### src/rtl/mips_cpu_multdiv.sv
// Iterative multiply/divide unit that owns the architectural HI/LO registers.
// One shift-add or restoring-subtract step per clock; 33 cycles from START to result.
module mips_cpu_multdiv #(
    parameter int DATA_WIDTH = 32
) (
    input  logic                  clk,
    input  logic                  RESET_N,
    input  logic                  START,
    input  logic [2:0]            OP,
    input  logic [DATA_WIDTH-1:0] RsDATA,
    input  logic [DATA_WIDTH-1:0] RtDATA,
    output logic                  BUSY,
    output logic                  DONE,
    output logic [DATA_WIDTH-1:0] HI,
    output logic [DATA_WIDTH-1:0] LO
);
    localparam int W  = DATA_WIDTH;
    localparam int CW = $clog2(DATA_WIDTH + 1);

    typedef enum logic [1:0] {IDLE, RUN, FINISH} state_t;

    state_t         state, state_next;
    logic [CW-1:0]  cnt;
    logic           is_div, neg_main, neg_rem;
    logic [W-1:0]   upper, low, divisor, rs_raw;

    logic           start_arith;
    logic           a_neg, b_neg;
    logic [W-1:0]   mag_a, mag_b;
    logic [W:0]     mult_sum, div_tmp, div_diff;
    logic [2*W-1:0] prod, fin_result;
    logic [W-1:0]   quo, rem;

    always_ff @(posedge clk) begin
        if (!RESET_N)
            state <= IDLE;
        else
            state <= state_next;
    end

    always_comb begin
        state_next = state;
        case (state)
            IDLE:    if (start_arith) state_next = RUN;
            RUN:     if (cnt == CW'(W - 1)) state_next = FINISH;
            FINISH:  state_next = IDLE;
            default: state_next = IDLE;
        endcase
    end

    always_comb begin
        BUSY = (state != IDLE);
    end

    // Signed ops iterate on magnitudes; signs are re-applied once at FINISH.
    always_comb begin
        start_arith = START && !OP[2];
        a_neg       = !OP[0] && RsDATA[W-1];
        b_neg       = !OP[0] && RtDATA[W-1];
        mag_a       = a_neg ? -RsDATA : RsDATA;
        mag_b       = b_neg ? -RtDATA : RtDATA;
    end

    // {upper,low} is the product accumulator for mult and {remainder,quotient} for div.
    always_comb begin
        mult_sum = {1'b0, upper} + (low[0] ? {1'b0, divisor} : '0);
        div_tmp  = {upper, low[W-1]};
        div_diff = div_tmp - {1'b0, divisor};
    end

    // Most-negative / -1 falls out naturally: magnitude quotient 2^(W-1) negates to itself.
    always_comb begin
        prod = {upper, low};
        quo  = neg_main ? -low : low;
        rem  = neg_rem ? -upper : upper;
        if (!is_div)
            fin_result = neg_main ? -prod : prod;
        else if (divisor == '0)
            fin_result = {rs_raw, {W{1'b1}}};
        else
            fin_result = {rem, quo};
    end

    always_ff @(posedge clk) begin
        if (!RESET_N) begin
            cnt      <= '0;
            is_div   <= 1'b0;
            neg_main <= 1'b0;
            neg_rem  <= 1'b0;
            upper    <= '0;
            low      <= '0;
            divisor  <= '0;
            rs_raw   <= '0;
            HI       <= '0;
            LO       <= '0;
            DONE     <= 1'b0;
        end else begin
            DONE <= 1'b0;
            case (state)
                IDLE: begin
                    if (START && OP == 3'b100) HI <= RsDATA;
                    if (START && OP == 3'b101) LO <= RsDATA;
                    if (start_arith) begin
                        is_div   <= OP[1];
                        neg_main <= a_neg ^ b_neg;
                        neg_rem  <= a_neg;
                        upper    <= '0;
                        low      <= mag_a;
                        divisor  <= mag_b;
                        rs_raw   <= RsDATA;
                        cnt      <= '0;
                    end
                end
                RUN: begin
                    cnt <= cnt + 1'b1;
                    if (!is_div) begin
                        upper <= mult_sum[W:1];
                        low   <= {mult_sum[0], low[W-1:1]};
                    end else if (!div_diff[W]) begin
                        upper <= div_diff[W-1:0];
                        low   <= {low[W-2:0], 1'b1};
                    end else begin
                        upper <= div_tmp[W-1:0];
                        low   <= {low[W-2:0], 1'b0};
                    end
                end
                FINISH: begin
                    HI   <= fin_result[2*W-1:W];
                    LO   <= fin_result[W-1:0];
                    DONE <= 1'b1;
                end
                default: ;
            endcase
        end
    end
endmodule

### config.mk
export PLATFORM = sky130hd
export DESIGN_NAME = mips_cpu_multdiv
export DESIGN_NICKNAME = d
export VERILOG_FILES = /design/src/rtl/mips_cpu_multdiv.sv
export SDC_FILE = /design/constraint.sdc
export NUM_CORES = 1
export LEC_CHECK = 0
export BUFFER_PORTS_ARGS = -buffer_cell sky130_fd_sc_hd__buf_2
export CORE_MARGIN = 10
export CORE_UTILIZATION = 45
export CTS_BUF_LIST = sky130_fd_sc_hd__clkbuf_8
export CTS_CLUSTER_SIZE = 30
export DETAILED_ROUTE_END_ITERATION = 16
export RECOVER_POWER = 50
export SETUP_SLACK_MARGIN = 0.5
export SLEW_MARGIN = 5
export SYNTH_ARGS = -nofsm -noshare
export SYNTH_HDL_FRONTEND = slang
export SYNTH_SLANG_ARGS = --single-unit
### constraint.sdc
create_clock -name clk -period 6.9 [get_ports clk]
set_input_delay 0.345 -clock clk [delete_from_list [all_inputs] [get_ports clk]]
set_output_delay 0.345 -clock clk [all_outputs]
set_load 0.02 [all_outputs]
Word-level counts from Yosys, hierarchy flattened
Index checks and enable logic that the tools add are counted.
{ "classes": {"n_addsub": 8, "multipliers": 0, "div": 0, "n_lt_le_gt_ge": 0, "n_eq_ne": 9, "n_shift": 0, "n_mux": 26, "bitwise": 1, "n_reduce_logical": 17} }
{ "op_table": {"columns": ["op", "n"], "rows": [
  ["32-bit 2-to-1 mux", 12],
  ["32-bit one-hot mux with 2 select lines", 4],
  ["64-bit 2-to-1 mux", 3],
  ["32-bit negation", 4],
  ["64-bit negation", 1],
  ["32-bit by 32-bit adder with 33-bit output", 1],
  ["33-bit by 32-bit subtractor with 33-bit output", 1],
  ["32-bit logical NOT", 1],
  ["6-bit one-hot mux with 2 select lines", 1],
  ["2-bit AND reduction", 5],
  ["2-bit != test, second input constant", 4],
  ["6-bit by 1-bit adder with 6-bit output, second input constant", 1],
  ["3-bit == test, second input constant", 2],
  ["6-bit by 5-bit == test with 1-bit output, second input constant", 1],
  ["6-bit 2-to-1 mux", 1],
  ["2-bit nonzero test", 3],
  ["1-bit logical AND", 5],
  ["2-bit 2-to-1 mux", 2],
  ["2-bit one-hot mux with 2 select lines", 1],
  ["2-bit by 1-bit == test with 1-bit output, second input constant", 1],
  ["2-bit == test, second input constant", 1],
  ["1-bit logical NOT", 2],
  ["2-bit logical NOT", 1],
  ["1-bit 2-to-1 mux", 2],
  ["1-bit XOR", 1]
]} }
{ "totals": {"regBits": 204, "latchBits": 0, "mem_bits_rw": 0, "romBits": 0, "out_inout_bits": 66, "n_memories": 0} }

Logic depth before layout (Yosys ltp)
{ "logic_depth": {"depth_word": 5, "ltp_mapped": 15, "ltp_nobuf": 14} }

Least setup slack after synthesis
Ideal clock, no wire load.
{ "synth_timing": {"kind": "register to register", "startpoint": "reg low[31]", "endpoint": "reg upper[17]", "setup_time_ns": 0.117, "arrival_time_ns": 3.445, "slack_ns": 3.338, "stages_incl_launch_ff": 15, "n_path_buf": 1, "synth_period_minus_slack_ns": 3.562, "cell_sequence": "dfxtp_1 inv_1 ha_1 fa_1 nand2b_1 a21oi_1 nor4_1 o31ai_1 a41oi_1 o31a_1 o211ai_1 buf_1 inv_1 o31a_1 a32o_1"} }
{ "synth_between": {"elab_chain_cells": 4} }
{ "synth_lines": {"columns": ["item", "line_no", "text"], "rows": [
  ["start, declared", "25", "logic [W-1:0] upper, low, divisor, rs_raw;"],
  ["start signal, assigned", "108", "low <= mag_a;"],
  ["start signal, assigned", "118", "low <= {mult_sum[0], low[W-1:1]};"],
  ["start signal, assigned", "121", "low <= {low[W-2:0], 1'b1};"],
  ["33-bit by 32-bit subtractor with 33-bit output", "68", "div_diff = div_tmp - {1'b0, divisor};"],
  ["32-bit 2-to-1 mux", "119", "end else if (!div_diff[W]) begin"],
  ["32-bit 2-to-1 mux", "116", "if (!is_div) begin"],
  ["32-bit one-hot mux with 2 select lines", "99", "case (state)"],
  ["end signal, assigned", "117", "upper <= mult_sum[W:1];"],
  ["end signal, assigned", "120", "upper <= div_diff[W-1:0];"],
  ["end signal, assigned", "123", "upper <= div_tmp[W-1:0];"],
  ["end, declared", "25", null]
]} }
No other way between the ends.
A chain may end at the register's enable or synchronous reset.

Final worst setup path
{ "layout_timing": {"startpoint": "in RESET_N", "endpoint": "reg HI[12]"} }
{ "layout_rtl": {"columns": ["item", "line_no", "text"], "rows": [
  ["start, declared", "7", "input logic RESET_N,"],
  ["end signal, assigned", "101", "if (START && OP == 3'b100) HI <= RsDATA;"],
  ["end signal, assigned", "128", "HI <= fin_result[2*W-1:W];"],
  ["end, declared", "14", "output logic [DATA_WIDTH-1:0] HI,"]
]} }
No word-level cell between the ends.

==> impl_metrics.json <==
{
  "status": "complete, but fails checks",
  "violations": "capacitance limit, slew limit",
  "setup_viol": 0,
  "path_class": "input port to flop",
  "cts-root-buf": "clkbuf_8",
  "drc": 0,
  "multi_input_area_um2": 10900,
  "worst_slew_pin_slew_ns": 3.37,
  "rrSetupSlack_ns": 2.42,
  "h-tree-depth": 2,
  "synth_most_common_cell": "nand2_1",
  "vias_per_cell": 6.15,
  "drt_iter0_markers": 1436,
  "port_buffers": 135,
  "dr.pass1.iters": 6,
  "synth.distinct_cells": 79,
  "slew_violations": 186,
  "synth-edff-count": 0,
  "regArea_um2": 4090,
  "num_io_pins": 136,
  "clkTransAtPathRegs_ns": 0.06,
  "clockBufferDepth": 3,
  "hp-class": "input port to flop",
  "area_growth_pct": 10.0,
  "drv_cap": 4,
  "worstHoldPathCells": 3,
  "netlist.area_leader.share": 0.258,
  "wire_per_inst_um": 22.2,
  "max-slew-margin-rel": -1.25,
  "ir_worst_vdd_mv": 0.115,
  "cp-start-kind": "input port",
  "clock_sinks": 204,
  "synth-warning-count": 0,
  "tns_ns": 0,
  "grt.total_usage": 0.258,
  "vias": 16400,
  "tritoncts": "yes",
  "ys.flop_type": "dfxtp_1",
  "antenna_found_initial": 0,
  "yosys.area.top_type": "dfxtp_1",
  "ctsHoldBuffers": 0,
  "chipHeight_um": 207,
  "coreArea_um2": 34600,
  "ys_ff_latch": 204,
  "skew_ns": 0.0198,
  "crit_required_ns": 7.20,
  "postCtsSetupRepairBufs": 0,
  "syn_nets": 2284,
  "crit_fanout": 67,
  "initial_core_util": 0.457,
  "cp-end-kind": "flop",
  "hold_violations": 0,
  "postRouteAntennaNets": 0,
  "netlist_area_um2": 15800,
  "grt_max_degree": 92,
  "die_x_um": 207,
  "grt_pass1_vias": 15400,
  "numCtsBuffers": 39,
  "wl_um": 59200,
  "worst_r2r_path_depth": 14,
  "synthArstFlopShare": 0,
  "grt_pass1_wl_um": 90900,
  "final_nets": 2325,
  "place.gp.congestion": 0.926,
  "post-dp-hpwl_um": 43300,
  "power.density_nw_per_um2": 192,
  "grt_remaining_overflow": 0,
  "cts_resized": 0,
  "min_period_over_period": 0.669,
  "synthTopCellsByCount": "nand2_1 (224), nor2_1 (209), a21oi_1 (208), dfxtp_1 (204), o21ai_0 (160)",
  "insertion_delay_ns": 0.55,
  "finalHoldWorstSlack_ns": 0.0594,
  "rsz0062_at_grt": "no",
  "ys_seq_area_frac": 0.258,
  "row_count": 68,
  "avgSynthCellArea_um2": 7.38,
  "max_freq_mhz": 217,
  "synthTopCellsByArea": "dfxtp_1 (26%), a21oi_1 (6.6%), ha_1 (5.5%), nand2_1 (5.3%), o21ai_0 (5.1%)",
  "num_antenna_cells": 0,
  "dieArea_um2": 43000,
  "fillers": 3529,
  "crit_arrival_ns": 4.92,
  "syn_inst": 2143,
  "p_leak_nw": 6.89,
  "drive_gt1_frac": 0.0841,
  "min_period_ns": 4.62
}
## routing by layer
metal,share of wire,wire (um),up-vias,track usage
met4,0.030,1750,0,0.0833
met2,0.47,27500,648,0.432
li1,-,-,7881,-
met5,0,0,-,0
met1,0.44,25900,7790,0.331
met3,0.068,4050,96,0.0397
## stage by stage
step,utilization,power (mW),cells,worst slack (ns),area [um^2]
floorplan,-,1.83,2143,3.34,15800
global placement,0.482,2.06,2598,2.54,16700
detailed placement,0.482,2.07,2598,2.45,16700
CTS,0.506,3.36,2667,2.42,17500
global route,0.502,3.50,2667,1.96,17400
finish,0.502,3.35,2667,2.28,17400
## placed cells by master (no fill, tap or decap), drive strengths merged, types with 6 or more instances in the layout
cell type / netlist / final
a211oi: 81 / 81
a21o: 16 / 16
a21oi: 208 / 208
a221oi: 36 / 36
a22o: 6 / 6
a22oi: 20 / 20
a311oi: 10 / 10
a31oi: 18 / 18
and2: 8 / 8
and3: 13 / 13
buf: 23 / 93
clkbuf: 139 / 114
dfxtp: 204 / 204
ha: 69 / 69
inv: 69 / 84
mux2i: 76 / 76
nand2: 224 / 224
nand2b: 22 / 22
nand3: 36 / 36
nand4: 19 / 19
nor2: 209 / 209
nor2b: 22 / 22
nor3: 40 / 40
nor4: 27 / 27
o211ai: 15 / 15
o21a: 8 / 8
o21ai: 163 / 163
o21bai: 6 / 6
o221ai: 14 / 14
o22ai: 9 / 9
o31ai: 30 / 30
o41ai: 8 / 8
or2: 7 / 7
or3: 44 / 44
or4: 16 / 16
xnor2: 78 / 78
xor2: 90 / 90
## worst paths after layout
check / startpoint / end
setup reg to reg: low[31]$_SDFFE_PN0P_ / upper[17]$_SDFFE_PN0P_
setup / recovery: RESET_N / HI[12]$_SDFFE_PN0P_
hold reg to reg: rs_raw[29]$_SDFFE_PN0P_ / rs_raw[29]$_SDFFE_PN0P_
hold / removal: OP[1] / is_div$_SDFFE_PN0P_
## flip-flops by register name (all words and copies together), names as in the netlist
name,flops
low,32
state,2
neg_main,1
is_div,1
rs_raw,32
HI,32
upper,32
cnt,6
LO,32
DONE,1
divisor,32
neg_rem,1
## cell families after synthesis
kind of cell,share of synthesized area
simple gates,0.208
compound gates,0.278
buf+inv,0.0560
flops,0.258
xor+xnor,0.0931
mux,0.0495
fa+ha+maj,0.0571
## where the power goes
part | internal (mW) | switching, mW | total [mW] | leakage (nW)
clock | 0.746 | 0.552 | 1.30 | 0.478
combinational | 0.266 | 0.484 | 0.750 | 4.75
sequential | 1.23 | 0.0686 | 1.30 | 1.66
total | 2.24 | 1.11 | 3.35 | 6.89
## critical path: stages
cell and delay [ns]:
buf_2 0.09, buf_4 0.24, clkinvlp_2 1.35, clkbuf_1 2.45, o22ai_1 0.29
## layout make-up
cell class / count / share of cell area
clock buffer: 45 / 0.0356
timing repair buffer: 162 / 0.0451
sequential: 204 / 0.235
multi-input combinational: 1707 / 0.624
clock inverter: 24 / 0.0121
tap: 455 / 0.0327
inverter: 70 / 0.0152
Note: power is estimated with default switching activity, not from simulation.
